File: config.mk
export PLATFORM = sky130hd
export DESIGN_NAME = mac_frame_acc
export DESIGN_NICKNAME = d
export VERILOG_FILES = /design/src/rtl/mac_pkg.sv /design/src/rtl/mac_sat_add.sv /design/src/rtl/mac_frame_acc.sv
export SDC_FILE = /design/constraint.sdc
export NUM_CORES = 1
export LEC_CHECK = 0
export CORE_ASPECT_RATIO = 1.2
export CORE_MARGIN = 8
export CORE_UTILIZATION = 41
export DETAILED_ROUTE_END_ITERATION = 10
export PLACE_DENSITY = 0.6
export SLEW_MARGIN = 15
export SYNTH_ARGS = -nofsm -noshare
export SYNTH_HDL_FRONTEND = slang
export SYNTH_SLANG_ARGS = --single-unit
File: constraint.sdc
create_clock -name clock -period 3.1 [get_ports clock]
set_input_delay 0.62 -clock clock [delete_from_list [all_inputs] [get_ports clock]]
set_output_delay 0.62 -clock clock [all_outputs]
set_load 0.1 [all_outputs]
File: src/rtl/mac_pkg.sv
// Shared types and saturation-limit helpers for the framed MAC engine.
package mac_pkg;

  typedef enum logic [1:0] {
    ACCUM = 2'd0,
    DRAIN = 2'd1,
    HOLD  = 2'd2
  } mac_state_e;

  // Limits are returned 64 bits wide; callers keep the low acc_w bits.
  function automatic logic [63:0] sat_max(input int acc_w, input bit sgn);
    if (sgn) return (64'd1 << (acc_w - 1)) - 64'd1;
    else if (acc_w >= 64) return '1;
    else return (64'd1 << acc_w) - 64'd1;
  endfunction

  function automatic logic [63:0] sat_min(input int acc_w, input bit sgn);
    if (sgn) return ~((64'd1 << (acc_w - 1)) - 64'd1);
    else return '0;
  endfunction

endpackage

File: src/rtl/mac_sat_add.sv
// Combinational saturating adder: acc + ext_prod clamped to the ACC_W range.
module mac_sat_add
  import mac_pkg::*;
#(
  parameter int ACC_W  = 16,
  parameter int SIGNED = 0
) (
  input  logic [ACC_W-1:0] acc,
  input  logic [ACC_W-1:0] ext_prod,
  output logic [ACC_W-1:0] sum,
  output logic             clamped
);

  localparam bit              SGN     = (SIGNED != 0);
  localparam logic [63:0]     MAX64   = sat_max(ACC_W, SGN);
  localparam logic [63:0]     MIN64   = sat_min(ACC_W, SGN);
  localparam logic [ACC_W-1:0] SAT_MAX = MAX64[ACC_W-1:0];
  localparam logic [ACC_W-1:0] SAT_MIN = MIN64[ACC_W-1:0];

  logic [ACC_W:0] wide;
  logic           ovf_pos;
  logic           ovf_neg;

  always_comb begin
    wide = {SGN & acc[ACC_W-1], acc} + {SGN & ext_prod[ACC_W-1], ext_prod};
    // Signed overflow shows as the two top bits of the widened sum disagreeing.
    if (SGN) begin
      ovf_pos = ~wide[ACC_W] & wide[ACC_W-1];
      ovf_neg = wide[ACC_W] & ~wide[ACC_W-1];
    end else begin
      ovf_pos = wide[ACC_W];
      ovf_neg = 1'b0;
    end
    clamped = ovf_pos | ovf_neg;
    if (ovf_pos)      sum = SAT_MAX;
    else if (ovf_neg) sum = SAT_MIN;
    else              sum = wide[ACC_W-1:0];
  end

endmodule

File: src/rtl/mac_frame_acc.sv
// Pipelined saturating multiply-accumulate over frames, with a sticky
// saturation flag and a valid/ready result handshake.
module mac_frame_acc
  import mac_pkg::*;
#(
  parameter int IN_W      = 8,
  parameter int ACC_W     = 16,
  parameter int SIGNED    = 0,
  parameter int FRAME_LEN = 16
) (
  input  logic             clock,
  input  logic             reset_p,
  input  logic             in_valid,
  output logic             in_ready,
  input  logic [IN_W-1:0]  a,
  input  logic [IN_W-1:0]  b,
  input  logic             in_last,
  output logic             out_valid,
  input  logic             out_ready,
  output logic [ACC_W-1:0] acc_out,
  output logic             sat_flag
);

  generate
    if (ACC_W < 2 * IN_W) begin : g_bad_acc_w
      $error("mac_frame_acc: ACC_W must be at least 2*IN_W");
    end
    if (FRAME_LEN < 1) begin : g_bad_frame_len
      $error("mac_frame_acc: FRAME_LEN must be at least 1");
    end
  endgenerate

  localparam int              PW       = 2 * IN_W;
  localparam bit              SGN      = (SIGNED != 0);
  localparam int              CNT_W    = (FRAME_LEN > 1) ? $clog2(FRAME_LEN) : 1;
  localparam logic [CNT_W-1:0] CNT_LAST = CNT_W'(FRAME_LEN - 1);

  mac_state_e       state_q, state_d;
  logic [CNT_W-1:0] cnt_q, cnt_d;
  logic             vld_p1_q, vld_p1_d;
  logic             last_p1_q, last_p1_d;
  logic [PW-1:0]    prod_p1_q, prod_p1_d;
  logic [ACC_W-1:0] acc_q, acc_d;
  logic             sat_q, sat_d;
  logic             out_valid_q, out_valid_d;

  logic [PW-1:0]    a_ext, b_ext, prod;
  logic [ACC_W-1:0] ext_prod, sum;
  logic             clamped;
  logic             accept, last_sample;

  assign in_ready    = (state_q == ACCUM) & ~reset_p;
  assign accept      = in_valid & in_ready;
  assign last_sample = in_last | (cnt_q == CNT_LAST);

  // Low 2*IN_W bits of the product are identical for signed and unsigned
  // once the operands are extended to full width.
  always_comb begin
    a_ext    = {{IN_W{SGN & a[IN_W-1]}}, a};
    b_ext    = {{IN_W{SGN & b[IN_W-1]}}, b};
    prod     = a_ext * b_ext;
    ext_prod = {ACC_W{SGN & prod_p1_q[PW-1]}};
    ext_prod[PW-1:0] = prod_p1_q;
  end

  mac_sat_add #(
    .ACC_W  (ACC_W),
    .SIGNED (SIGNED)
  ) u_sat_add (
    .acc      (acc_q),
    .ext_prod (ext_prod),
    .sum      (sum),
    .clamped  (clamped)
  );

  always_comb begin
    state_d     = state_q;
    cnt_d       = cnt_q;
    vld_p1_d    = 1'b0;
    last_p1_d   = last_p1_q;
    prod_p1_d   = prod_p1_q;
    acc_d       = acc_q;
    sat_d       = sat_q;
    out_valid_d = out_valid_q;

    // Stage 1: register the product of an accepted pair.
    if (accept) begin
      prod_p1_d = prod;
      vld_p1_d  = 1'b1;
      last_p1_d = last_sample;
      cnt_d     = last_sample ? '0 : cnt_q + 1'b1;
      if (last_sample) state_d = DRAIN;
    end

    // Stage 2: saturating accumulate.
    if (vld_p1_q) begin
      acc_d = sum;
      sat_d = sat_q | clamped;
    end

    case (state_q)
      DRAIN: begin
        if (vld_p1_q && last_p1_q) begin
          state_d     = HOLD;
          out_valid_d = 1'b1;
        end
      end
      HOLD: begin
        if (out_ready) begin
          acc_d       = '0;
          sat_d       = 1'b0;
          cnt_d       = '0;
          out_valid_d = 1'b0;
          state_d     = ACCUM;
        end
      end
      default: ;
    endcase
  end

  always_ff @(posedge clock or posedge reset_p) begin
    if (reset_p) begin
      state_q     <= ACCUM;
      cnt_q       <= '0;
      vld_p1_q    <= 1'b0;
      last_p1_q   <= 1'b0;
      acc_q       <= '0;
      sat_q       <= 1'b0;
      out_valid_q <= 1'b0;
    end else begin
      state_q     <= state_d;
      cnt_q       <= cnt_d;
      vld_p1_q    <= vld_p1_d;
      last_p1_q   <= last_p1_d;
      acc_q       <= acc_d;
      sat_q       <= sat_d;
      out_valid_q <= out_valid_d;
    end
  end

  always_ff @(posedge clock) begin
    prod_p1_q <= prod_p1_d;
  end

  assign out_valid = out_valid_q;
  assign acc_out   = acc_q;
  assign sat_flag  = sat_q;

endmodule

**Word level (Yosys, flattened, before mapping)**

Cells that the tools add are included.

- Mux-type cells: 20
- Bitwise gates (word level): 5
- $mul: 1
- Reduce and logical (&&, ||, !) cells: 4
- Add/subtract/negate cells: 2
- Equality and inequality tests: 5

Operators by type and width:

| cell | count |
|---|---|
| $mux W16 | 4 |
| $add A16 B16 Y17 | 1 |
| $mul A8 B8 Y16 | 1 |
| $mux W4 | 4 |
| $mux W2 | 4 |
| $mux W1 | 6 |
| $add A4 B1 Y4 const B | 1 |
| $eq A4 B4 Y1 const B | 1 |
| $ne A2 B2 Y1 const B | 2 |
| $pmux W2 S2 | 1 |
| $reduce_and A3 Y1 | 1 |
| $and A1 B1 Y1 | 2 |
| $eq A2 B1 Y1 const B | 1 |
| $eq A2 B2 Y1 const B | 1 |
| $logic_not A2 Y1 | 1 |
| $or A1 B1 Y1 | 2 |
| $pmux W1 S2 | 1 |
| $reduce_bool A2 Y1 | 1 |
| $logic_and A1 B1 Y1 | 1 |
| $not A1 Y1 | 1 |

- Register bits: 42
- Input port bits: 21
- Logic and storage cells: 45
- Output and inout bits: 19

**Longest topological paths before layout**

Gate-level depths: netlist of the first run.

- Depth after elaboration: 6
- Gate-level depth with buffers: 16

**Hierarchy**

Synthesis of the first run repeated with hierarchy kept, for this count alone.

- Cells, all modules: 482
- Area total of the unflattened synthesis: 4550.6 µm²

By module, submodules not included:

| module | times used | area an instance (µm²) | seq. area each (µm²) | cells each |
|---|---|---|---|---|
| mac_frame_acc | 1 | 3749.8 | 1131.1 | 368 |
| mac_sat_add | 1 | 800.8 | 0.0 | 114 |

**Least setup slack after synthesis of the first run**

OpenSTA, ideal clock, no wires.

- Kind: in2reg
- Start point: input a[1]
- End point: register prod_p1_q[15], in the netlist ext_prod[15], data pin
- Stages: 13
- Required time: 2.910 ns
- Setup time: 0.190 ns
- Arrival: 4.048 ns
- Path slack: -1.138 ns
- Buffers on the path: 0
- Cells stage by stage: and2_1 fa_1 fa_1 inv_1 fa_1 fa_1 inv_1 ha_1 o21a_1 o211ai_1 a31oi_1 mux2i_1 a2111oi_2

- Longest elaborated chain between the ends: 1

Ends and longest elaborated chain:

| what | RTL line | text |
|---|---|---|
| from (decl) | mac_frame_acc.sv:15 | `input logic [IN_W-1:0] a,` |
| $mul A8 B8 Y16 | mac_frame_acc.sv:61 | `prod = a_ext * b_ext;` |
| named net prod[15] | mac_frame_acc.sv:47 | `logic [PW-1:0] a_ext, b_ext, prod;` |
| to (signal assigned) | mac_frame_acc.sv:142 | `prod_p1_q <= prod_p1_d;` |
| to (decl) | mac_frame_acc.sv:42 | `logic [PW-1:0] prod_p1_q, prod_p1_d;` |

The timed path passes the listed nets, and every way through them passes these cells.
A chain may end at the register's enable or synchronous reset.

**Worst setup path in the final report of the first run**

- Start point: input a[2]
- End point: register prod_p1_q[15], in the netlist ext_prod[15], data pin

Same word-level chain as after synthesis.

==> out/qor.csv, run 1 <==
metric,value,unit
leak pwr,0.00277,uW
normalized max-slew margin,58.1,%
vias in the first global route,3848,
# H-tree levels,2,
post-DP HPWL,8270,um
Area Overhead vs Synth,30.5,%
Initial Util,42.2,%
largest net degree at the start of global routing,31,
Synth cell types,47,
Chip Height,130,um
Mapped Nets,581,
cells after synthesis,467,
Setup crit end kind,flop,
count of final max-slew check failures,0,
core area,10500,um2
CTS tree,built,
RSZ-0062 raised after global routing,true,
Synth warnings,0,
GRT Util Overall,14.0,%
Power Total,3020,uW
Synth Flop Type,dfrtp_1,
die area,14400,um2
critical path class,in2reg,
area taken by multi-input logic gates,3340,um2
DRC Markers,0,
Area contributors post-synth,"fa_1 17%, ha_1 16%, dfrtp_1 15%",
Worst-Skew Late Latency,0.28,ns
Ant. Diodes,0,
worst vdd ir,0.267,mV
share of the synthesized area in the top cell type,16.7,%
maxcap violations,0,
TritonCTS Buffers,5,
post-route setup slack,-1.09,ns
antenna-violating nets left,0,
CP arrival,4.21,ns
worst path required time,3.12,ns
Worst-path clk slew,0.06,ns
Yosys top cell by area,fa_1,
failing checks,setup timing,
most frequent cells in the layout,"68 x buf_4, 49 x ha_1, 46 x inv_1",
endpoints failing hold,0,
# clock sinks,42,
mapped cell area,4440,um2
DR iter-0 viols,105,
Vias,3597,
Setup Skew,0.00464,ns
count of input and output buffers,39,
final worst-path cycle share,135,%
"EDFF count, synth",16,
worst-margin pin slew,0.624,ns
first-pass GRT wire length,17200,um
initial antenna violation count,0,
startpoint types,input pin,
GPL Wtd Cong,0.854,
min-delay worst type,reg2reg,
Seq cells post-synth,42,
"wirelength, routed",10100,um
"commonest non-fill, non-tap cell in the layout",buf_4,
worst-path maximum fanout,6,
async set-reset flop share out of synthesis,61.9,%
Fmax,0.239,GHz
Root Buffer,clkbuf_16,
CTS max path bufs,2,
setup_tns,-8.10,ns
Via density,5.19,
router iterations before antenna repair,4,
I/O pin cnt,40,
Sequential Area,1130,um2
filler cell count,949,
"Seq/Total Area, Yosys",25.5,%
DIE WIDTH,111,um
DR WL/cell,14.6,um
final setup fails,10,
crit path time final,4.19,ns
# rows,41,
Pwr Density,521,nW/um2
post-synthesis area per instance,9.51,um2
status,"complete, but fails checks",
nets,677,
total gr overflow,0,
layout cell share with drive strength beyond 1,28.2,%
Place WS,-1.74,ns
what timing repair did:
action | in CTS | in global routing
pin swaps | 31 | 23
buffers inserted | 9 | 3
endpoints found under the setup margin | 12 | 12
hold buffers | 0 | 0
gates resized for setup | 73 | 59
metrics by stage:
step                      instance area, um2  instances  utilization (%)  hold WS (ns)
after detailed placement                5410        676             51.4         0.494
after floorplan                         4570        467                -         0.497
after global routing                    5800        693             55.1         0.524
after global placement                  5410        676             51.4         0.479
after CTS                               5650        692             53.7         0.507
final                                   5800        693             55.1         0.501
cells by family after synthesis:
group           share of synthesized area [%]
flops                                    25.5
buf+inv                                  5.32
simple gates                             16.7
compound gates                           14.9
mux                                     0.451
fa+ha+maj                                32.4
xor+xnor                                 4.73
cell usage after synthesis, types with 3 or more instances:
cell,instances
o21ai_0,27
o211ai_1,4
nand3b_1,3
clkbuf_1,6
a21o_1,6
fa_1,37
inv_1,57
and2_1,49
xnor2_1,11
dfrtp_1,26
o21a_1,6
nand2b_1,3
ha_1,56
nor2b_1,5
a211o_1,3
a21oi_1,30
edfxtp_1,16
nor2_1,16
nor3_1,6
nand2_1,42
xor2_1,13
a31oi_1,10
nand3_1,5
flip-flops by register name, summed over array words and instances (netlist names):
| name | count |
|---|---|
| ext_prod | 16 |
| sat_flag | 1 |
| out_valid | 1 |
| vld_p1_q | 1 |
| last_p1_q | 1 |
| cnt_q | 4 |
| acc_out | 16 |
| state_q | 2 |
layout make-up:
cell class                 count  area share (%)
tap                          129            2.78
timing repair buffer          95            13.8
inverter                      57            3.69
multi-input combinational    362            57.6
clock buffer                   6            2.40
sequential                    42            19.5
clock inverter                 2           0.216
layer usage:
layer  wire, um  GRT usage (%)  vias up  part of all wire, %
li1           -              -     1787                    -
met1       4230           15.9     1742                   42
met2       5490           26.9       59                   54
met3        259           1.70        9                  2.6
met4        115           3.77        0                  1.1
met5          0              0        -                    0
critical path: stages:
cell and delay (ns):
buf_12 0.11, buf_6 0.11, and2_4 0.15, fa_1 0.50, fa_1 0.51, fa_1 0.53
inv_2 0.04, fa_1 0.51, inv_2 0.05, ha_4 0.27, o211ai_1 0.12, a31oi_1 0.22
buf_4 0.18, mux2i_4 0.26, a2111oi_4 0.06
report_power, final:
group          internal, uW  total, uW  leakage (uW)  switching, uW
logic                  1000       1850       0.00221            850
registers               636        636      0.000488              0
clock network           319        530     0.0000729            211
total                  1960       3020       0.00277           1060
final timing paths:
kind                       startpoint      endpoint  slack, ns  cells after the start
hold / removal               sat_flag      sat_flag       0.50                      1
hold reg to reg              sat_flag      sat_flag       0.50                      1
min in group asynchronous     reset_p    acc_out[6]       0.72                      2
setup / recovery                 a[2]  ext_prod[15]      -1.09                     15
max in group asynchronous     reset_p    acc_out[2]       1.81                      3
setup reg to reg           acc_out[0]   acc_out[14]       0.44                      9
Note: power is estimated with default switching activity, not from simulation.
==> run 2, diff against run 1 <==
CTS_CLUSTER_SIZE = 25   (was default)
==> results of run 2 <==
The final DEF is identical to that of run 1; final timing and power are the same.
==> run 3, diff against run 2 <==
clock period = 4.81 ns   (was 3.1 ns; I/O delays follow)
==> run 3 against run 2 <==
  * The flow now finishes without violations
  * Via count fell by 2.5%
  * Sequential cell count unchanged
  * Register-to-register slack improved by 1.8 ns
  * Power fell by 45%
  * Count of clock-buffer cells in the layout increased by 1
  * Combinational power shrank 52%
  * Global-route usage decreased by 0.63 points
  * Utilization down 3.5 points
  * Clock power decreased by 32%
  * Wire length fell by 6.4%
  * Critical path type unchanged
  * Critical endpoint is now ext_prod[14]
  * Largest cell class unchanged
==> out/qor.csv, run 3 (same netlist as run 1, synthesis figures left out) <==
metric,value,unit
status,completed,
startpoint types,input pin,
Setup Skew,0.00445,ns
filler cell count,991,
min-delay worst type,reg2reg,
CTS tree,built,
dpl cells,674,
largest net degree at the start of global routing,31,
# clock sinks,42,
count of final max-slew check failures,0,
total gr overflow,0,
Ant. Diodes,0,
Via density,5.14,
leak pwr,0.00260,uW
GPL Wtd Cong,0.832,
Root Buffer,clkbuf_16,
maxcap violations,0,
Top Metal Used,met4,
CTS max path bufs,2,
area taken by multi-input logic gates,3100,um2
DR WL/cell,13.9,um
most frequent cells in the layout,"56 x inv_1, 55 x ha_1, 49 x and2_1",
# rows,41,
placed standard-cell area,5310,um2
CP max stage cell,clkdlybuf4s50_1,
post-DP HPWL,7790,um
first-pass GRT wire length,16400,um
critical path class,in2reg,
cell area after layout,5430,um2
Worst-Skew Late Latency,0.28,ns
DR iter-0 viols,120,
postcts setup bufs,0,
Finished Layout Cells,682,
WL met2,4900,um
# hold bufs at CTS,0,
# H-tree levels,2,
Fmax,0.216,GHz
metal3 WL,213,um
Area Overhead vs Synth,22.3,%
Power Total,1660,uW
die area,14400,um2
worst-margin pin slew,0.979,ns
vias in the first global route,3631,
router iterations before antenna repair,4,
Vias,3507,
Sequential Area,1130,um2
DIE WIDTH,111,um
nets,666,
worst path required time,4.83,ns
crit-path cells,"clkdlybuf4s50_1, nand2_1, fa_1, inv_1, ha_1, fa_1, buf_4, ha_1, a21o_1, a211oi_1, nor2_1, o41ai_2, o31ai_1, xor2_1",
worst-path maximum fanout,6,
RSZ-0062 raised after global routing,false,
count of input and output buffers,39,
Pwr Density,305,nW/um2
CP arrival,4.66,ns
final setup fails,0,
crit path time final,4.63,ns
max incr delay on CP,0.59,ns
DRC Markers,0,
endpoints failing hold,0,
TritonCTS Buffers,5,
Setup crit end kind,flop,
Chip Height,130,um
final worst-path cycle share,96.3,%
"commonest non-fill, non-tap cell in the layout",inv_1,
met1 WL,4250,um
normalized max-slew margin,34.5,%
GRT Util Overall,13.3,%
Initial Util,42.2,%
antenna-violating nets left,0,
"wirelength, routed",9450,um
worst vdd ir,0.130,mV
initial antenna violation count,0,
Worst-path clk slew,0.06,ns
I/O pin cnt,40,
layout cell share with drive strength beyond 1,14.1,%
core area,10500,um2
## run 3: changes by cell type in the layout (fill, tap and decap cells not counted), moves of 6 or more
cell             before  now
buf_4                68   46
and2_1               42   49
clkdlybuf4s50_1       4   25
ha_1                 49   55
nand2_1              36   42
ha_4                  7    1
inv_1                46   56
and2_4                8    1
clkbuf_2              3   11
inv_2                11    0
buf_6                11    0
## run 3: critical path: cells and delay by family
family                   cells  cell delay (ns)
AO/OA/AOI/OAI                4             0.97
XOR/XNOR                     1             0.15
adder cells (fa/ha/maj)      4             1.58
buffers and inverters        3             0.78
AND/OR/NAND/NOR              2             0.22
## run 3: path summary, 6_finish.rpt
path | slack [ns] | depth (start not counted) | start | end
hold / removal | 0.49 | 1 | sat_flag | sat_flag
min in group asynchronous | 1.13 | 2 | reset_p | state_q[0]
hold reg to reg | 0.49 | 1 | sat_flag | sat_flag
setup / recovery | 0.18 | 14 | b[1] | ext_prod[14]
setup reg to reg | 2.21 | 9 | acc_out[0] | acc_out[14]
max in group asynchronous | 3.24 | 2 | reset_p | sat_flag
## run 3: stage by stage
| step | setup slack (ns) | TNS, ns | util, % | hold WS, ns |
|---|---|---|---|---|
| floorplan | 0.230 | 0 | - | 0.497 |
| global placement | -0.485 | -2.72 | 50.5 | 0.475 |
| detailed placement | -0.582 | -3.24 | 50.5 | 0.483 |
| CTS | 0.0472 | 0 | 51.9 | 0.497 |
| global route | 0.00473 | 0 | 51.7 | 0.520 |
| finish | 0.176 | 0 | 51.7 | 0.494 |
## run 3: cell type report
cell class | instances | area share (%)
sequential | 42 | 20.8
inverter | 57 | 3.94
clock inverter | 1 | 0.138
multi-input combinational | 362 | 57.1
tap | 129 | 2.97
timing repair buffer | 84 | 12.2
clock buffer | 7 | 2.83
## run 3: per-layer routing
metal  vias to the layer above  track usage (%)
met3                         6             1.79
met2                        52             25.6
met4                         0             3.22
met5                         -                0
met1                      1688             15.2
li1                       1761                -
## run 3: where the power goes
| part | internal (uW) | leakage (uW) | switching, uW |
|---|---|---|---|
| clock network | 224 | 0.0000753 | 136 |
| logic | 458 | 0.00204 | 427 |
| registers | 410 | 0.000488 | 0 |
| total | 1090 | 0.00260 | 563 |
## run 3: repair_timing
action | CTS | global route
pin swaps | 2 | 8
resized for setup | 16 | 27
endpoints found under the setup margin | 6 | 6
